--- src/rtl/sevenseg_scan_n.sv ---
// sevenseg_scan_n: N-digit multiplexed seven-segment scanner with
// anti-ghost dead-time, PWM dimming and frame-synchronous shadow loads.
module sevenseg_scan_n #(
  parameter int NUM_DIGITS = 4,
  parameter int PRESCALE   = 50000,
  parameter int BLANK_CYC  = 64,
  parameter int BRIGHT_W   = 4
) (
  input  logic                    clk,
  input  logic                    rst,
  input  logic                    en,
  input  logic                    cathod,
  input  logic [7*NUM_DIGITS-1:0] seg_in,
  input  logic [NUM_DIGITS-1:0]   dp_in,
  input  logic [NUM_DIGITS-1:0]   digit_en,
  input  logic [BRIGHT_W-1:0]     brightness,
  input  logic                    load,
  output logic [6:0]              seg_out,
  output logic                    dp_out,
  output logic [NUM_DIGITS-1:0]   an,
  output logic                    frame_done
);

  localparam int SW = (PRESCALE > 1) ? $clog2(PRESCALE) : 1;
  localparam int DW = $clog2(NUM_DIGITS);

  localparam logic [SW-1:0] SLOT_LAST = SW'(PRESCALE - 1);
  localparam logic [SW-1:0] SLOT_ACT  = SW'(BLANK_CYC);
  localparam logic [DW-1:0] DIG_LAST  = DW'(NUM_DIGITS - 1);

  logic [SW-1:0]       slot_q, slot_d;
  logic [DW-1:0]       dig_q, dig_d;
  logic [BRIGHT_W-1:0] pwm_q, pwm_d;
  logic                pend_q;

  logic [NUM_DIGITS-1:0][6:0] seg_sh_q;
  logic [NUM_DIGITS-1:0]      dp_sh_q;
  logic [NUM_DIGITS-1:0]      den_sh_q;

  logic [NUM_DIGITS-1:0] an_hot_q, an_hot_d;
  logic [6:0]            seg_hot_q, seg_hot_d;
  logic                  dp_hot_q, dp_hot_d;
  logic                  fd_q;
  logic                  cath_q;

  logic slot_last;
  logic frame_end;
  logic in_blank;
  logic bright_ok;
  logic lit;
  logic pol;

  if (BLANK_CYC == 0) begin : g_noblank
    assign in_blank = 1'b0;
  end else begin : g_blank
    assign in_blank = slot_q < SLOT_ACT;
  end

  always_comb begin
    slot_last = slot_q == SLOT_LAST;
    frame_end = slot_last && (dig_q == DIG_LAST);

    slot_d = slot_last ? '0 : slot_q + 1'b1;
    dig_d  = dig_q;
    if (slot_last)
      dig_d = (dig_q == DIG_LAST) ? '0 : dig_q + 1'b1;

    pwm_d = (slot_d == SLOT_ACT) ? '0 : pwm_q + 1'b1;

    bright_ok = (&brightness) || (pwm_q < brightness);
    lit = !in_blank && den_sh_q[dig_q] && bright_ok;

    // Internal drive is active-high; polarity is applied at the pins.
    an_hot_d = '0;
    if (lit)
      an_hot_d[dig_q] = 1'b1;
    seg_hot_d = lit ? ~seg_sh_q[dig_q] : 7'b0;
    dp_hot_d  = lit && dp_sh_q[dig_q];
  end

  always_ff @(posedge clk or negedge rst) begin
    if (!rst) begin
      slot_q    <= '0;
      dig_q     <= '0;
      pwm_q     <= '0;
      pend_q    <= 1'b0;
      seg_sh_q  <= '1;
      dp_sh_q   <= '0;
      den_sh_q  <= '0;
      an_hot_q  <= '0;
      seg_hot_q <= '0;
      dp_hot_q  <= 1'b0;
      fd_q      <= 1'b0;
    end else begin
      fd_q <= en && frame_end;
      if (en) begin
        slot_q    <= slot_d;
        dig_q     <= dig_d;
        pwm_q     <= pwm_d;
        an_hot_q  <= an_hot_d;
        seg_hot_q <= seg_hot_d;
        dp_hot_q  <= dp_hot_d;
      end
      if (en && frame_end && (pend_q || load)) begin
        seg_sh_q <= seg_in;
        dp_sh_q  <= dp_in;
        den_sh_q <= digit_en;
        pend_q   <= 1'b0;
      end else if (load) begin
        pend_q <= 1'b1;
      end
    end
  end

  always_ff @(posedge clk) begin
    cath_q <= cathod;
  end

  // In reset the pins follow the live board type so they go dark at once.
  assign pol = rst ? cath_q : cathod;

  assign an         = pol ? ~an_hot_q  : an_hot_q;
  assign seg_out    = pol ? ~seg_hot_q : seg_hot_q;
  assign dp_out     = pol ? ~dp_hot_q  : dp_hot_q;
  assign frame_done = fd_q;

endmodule

--- config.mk ---
export PLATFORM = sky130hd
export DESIGN_NAME = sevenseg_scan_n
export DESIGN_NICKNAME = d
export VERILOG_FILES = /design/src/rtl/sevenseg_scan_n.sv
export SDC_FILE = /design/constraint.sdc
export NUM_CORES = 1
export LEC_CHECK = 0
export BUFFER_PORTS_ARGS = -buffer_cell sky130_fd_sc_hd__buf_2
export CORE_UTILIZATION = 35
export CTS_CLUSTER_SIZE = 24
export DETAILED_ROUTE_END_ITERATION = 16
export MAX_ROUTING_LAYER = met4
export PLACE_DENSITY = 0.55
export SLEW_MARGIN = 20
export SYNTH_ARGS = -nofsm -noshare
export SYNTH_HDL_FRONTEND = slang
export SYNTH_SLANG_ARGS = --single-unit
--- constraint.sdc ---
create_clock -name clk -period 2.07 [get_ports clk]
set_input_delay 0.207 -clock clk [delete_from_list [all_inputs] [get_ports clk]]
set_output_delay 0.207 -clock clk [all_outputs]
set_load 0.01 [all_outputs]
==> out/qor.txt <==
First-pass GRT wire length -> 14,600 um
Status -> finished, final reports clean
Post-route DRC -> 0
Final wirelength -> 8940 um
Power Density -> 817 nW/um2
Die Wd -> 110 um
Top cell type's share of synthesized area -> 26.9%
Pin count of the biggest net entering global routing -> 73
Final Hold Fails -> 0
H-Tree Depth -> 3
Reg-to-Reg End -> pwm_q[2]
DP HPWL -> 6320 um
Most frequent CP cell -> nor4_4
Reg2reg path depth -> 7
R2r setup slk -> 0.08 ns
Final core occ -> 45.8%
Final setup fails -> 0
Kind of end point of the critical path -> flop
CP top delay family -> simple AND/OR/NAND/NOR gates
Hold Slack -> 0.105 ns
CTS buffer count -> 9
FF+latch count, synth -> 73
Root Driver -> clkbuf_16
Avg Inst Size Synth -> 12.5 um2
Area Growth Syn to Fin -> 27.5%
Leak -> 0.00228 uW
I/O Buffers -> 57
Worst hold path class -> input pin to flop
Comb power frac -> 21.0%
Seq pwr share -> 40.8%
Critical path class -> flop to flop
Max clock buf depth -> 2
Synth Cell Area -> 4100 um2
CTS tree -> built
Post-synthesis sequential area ratio -> 45.3%
Critical-path maximum fanout -> 4
CP cell instances -> buf_4 -> nand3_1 -> nor4_4 -> mux2i_2 -> o31ai_4 -> nor4_4 -> nor3_1
Worst hold endpoint -> seg_sh_q[16]
Critical Path RT -> 2.27 ns
Min Tclk post-route -> 1.99 ns
Synth area leaders -> dfrtp_1 27%, dfstp_2 18%, mux2_4 11%, mux4_2 4.9%, buf_6 3.6%
GRT overflow -> 0
Slew @ Worst Pin -> 0.916 ns
Ports -> 58
Share of layout cells above drive strength 1 -> 54.8%
Vias -> 2,900
HP Start -> seg_in[16]
Clk sinks -> 73
N_diodes -> 0
Cells after Synth -> 327
ANT nets after route -> 0
NetSw -> 1250 uW
Slew headroom -> 38.9%
Fraction of registers with async set/reset -> 98.6%
R2r startpoint -> slot_q[12]
First-pass iteration count of the detailed router -> 4
Gpl congestion -> 0.856
Die Y-Extent -> 110 um
Core area -> 11,400 um2
Synth warn -> 0
CP max stage delay -> 0.38 ns
Top_reg_cell synth -> dfrtp_1
Crit-path slowest cell -> nor4_4
Fmax -> 502 MHz
Max-cap violation count -> 0
Nets -> 478
GRT Total Usage -> 16.4%
Clock-pin slew on the worst setup and hold paths -> 0.06 ns
Buffers plus inverters on the worst setup path -> 1
Num rows -> 39
Initial DRC Count -> 97
Peak supply drop -> 0.434 mV
Vias in the first global route -> 2,857
Slew Viols, Final -> 0
Sw Ratio -> 29.2%
Leading area contributor after synthesis -> dfrtp_1
Post-detailed-route via-to-cell ratio -> 5.07
Routed length per instance -> 15.6 um
Count of unique library cells instantiated by Yosys -> 51
Nature of the critical path startpoint -> flop
Most common cell after layout, fill and taps aside -> buf_2
Initial antenna violation count -> 0
Int Pwr -> 3020 uW
Commonest non-fill, non-tap cells in the layout -> 56 x buf_2, 48 x buf_4, 34 x dfrtp_1, 30 x mux2_4, 28 x dfstp_2
Period utilisation layout -> 96.3%
Clk_lat worst skew -> 0.33 ns
Hold Path Depth -> 2
Clock share of power -> 38.2%
Worst Path Arrival -> 2.20 ns
Synthesized Nets -> 381
Layout Skew -> 0.00438 ns
Number of synthesized flops with an enable pin -> 0
Initial Util -> 35.9%
Die ar. -> 12,200 um2
metrics by stage:
stage,power (uW),TNS (ns),cells,worst slack [ns],area (um2)
2_1_floorplan,2300,0,327,0.00126,4100
3_3_place_gp,2570,0,551,0.0123,4760
3_5_place_dp,2590,-0.0124,551,-0.0124,4760
4_1_cts,4240,0,568,0.0179,5080
5_1_grt,4500,-0.0370,572,-0.0163,5230
6_report,4270,0,572,0.0765,5230
layout make-up:
cell class	count	area (um2)
Sequential cell	73	1870
Multi-Input combinational cell	217	2100
Fill cell	1065	6190
Timing Repair Buffer	109	707
Inverter	14	52.6
Tap cell	143	179
Clock inverter	4	48.8
Clock buffer	12	268
cells in the mapped netlist, drive strengths merged, types with 5 or more instances:
library cell	count
and3	5
o2bb2ai	13
nand2	18
nor2	14
mux2	38
nand3	13
dfrtp	44
nor3	11
clkbuf	6
o21ai	17
buf	17
o31ai	7
nor4	6
mux4	9
inv	14
a21oi	5
dfstp	28
ha	9
xnor2	15
nand4	8
layer usage:
metal  track usage (%)  part of all wire (%)
met1              22.1                    48
met2              25.1                    48
met3              3.17                   3.3
met4              5.36                   1.1
met5                 -                     0
worst max-delay path by stage:
| stage | cells past startpoint | end | slack (ns) | startpoint |
|---|---|---|---|---|
| final | 7 | pwm_q[2] | 0.08 | slot_q[12] |
| after global routing | 9 | pwm_q[2] | -0.02 | slot_q[1] |
| after CTS | 6 | pwm_q[3] | 0.02 | slot_q[5] |
| after detailed placement | 6 | pwm_q[0] | -0.01 | slot_q[8] |
| after global placement | 7 | seg_sh_q[11] | 0.01 | slot_q[10] |
| after floorplan | 7 | pwm_q[2] | 0.001 | slot_q[1] |
timing repair:
action / 4_1_cts / 5_1_grt
hold buffers: 1 / 0
pin swaps: 0 / 7
buffers inserted: 0 / 4
hold endpoints to repair: 1 / 0
setup endpoints to repair: 12 / 42
gates resized for setup: 1 / 27
registers in the layout, summed over array words and instances (netlist names):
register and cells:
den_sh_q 4, seg_sh_q 28, slot_q 16, seg_hot_q 7
pend_q 1, dp_hot_q 1, cath_q 1, frame_done 1
pwm_q 4, dig_q 2, dp_sh_q 4, an_hot_q 4
logic make-up (layout without fill, tap and decap cells):
group | Yosys count | in the layout | synth area share [%]
AND/OR/NAND/NOR | 86 | 86 | 13.7
flip-flops | 73 | 73 | 45.3
AO/OA/AOI/OAI | 52 | 52 | 9.09
multiplexers | 51 | 51 | 19.1
buffers and inverters | 37 | 139 | 6.04
XOR/XNOR | 19 | 19 | 4.06
adder cells (fa/ha/maj) | 9 | 9 | 2.75
power by group through the flow:
stage               Sequential (uW)  Combinational (uW)  Clock [uW]
finish                         1740                 898        1630
global route                   1770                1010        1730
CTS                            1710                 860        1670
detailed placement             1730                 856           0
global placement               1730                 844           0
floorplan                      1630                 663           0
worst reg2reg max path, stage by stage, from the launching register on:
cell     delay (ns)
dfrtp_1        0.36
buf_4          0.15
nand3_1        0.12
nor4_4         0.38
mux2i_2        0.32
o31ai_4        0.12
nor4_4         0.32
nor3_1         0.10
Power figures use the tool's default switching activity.
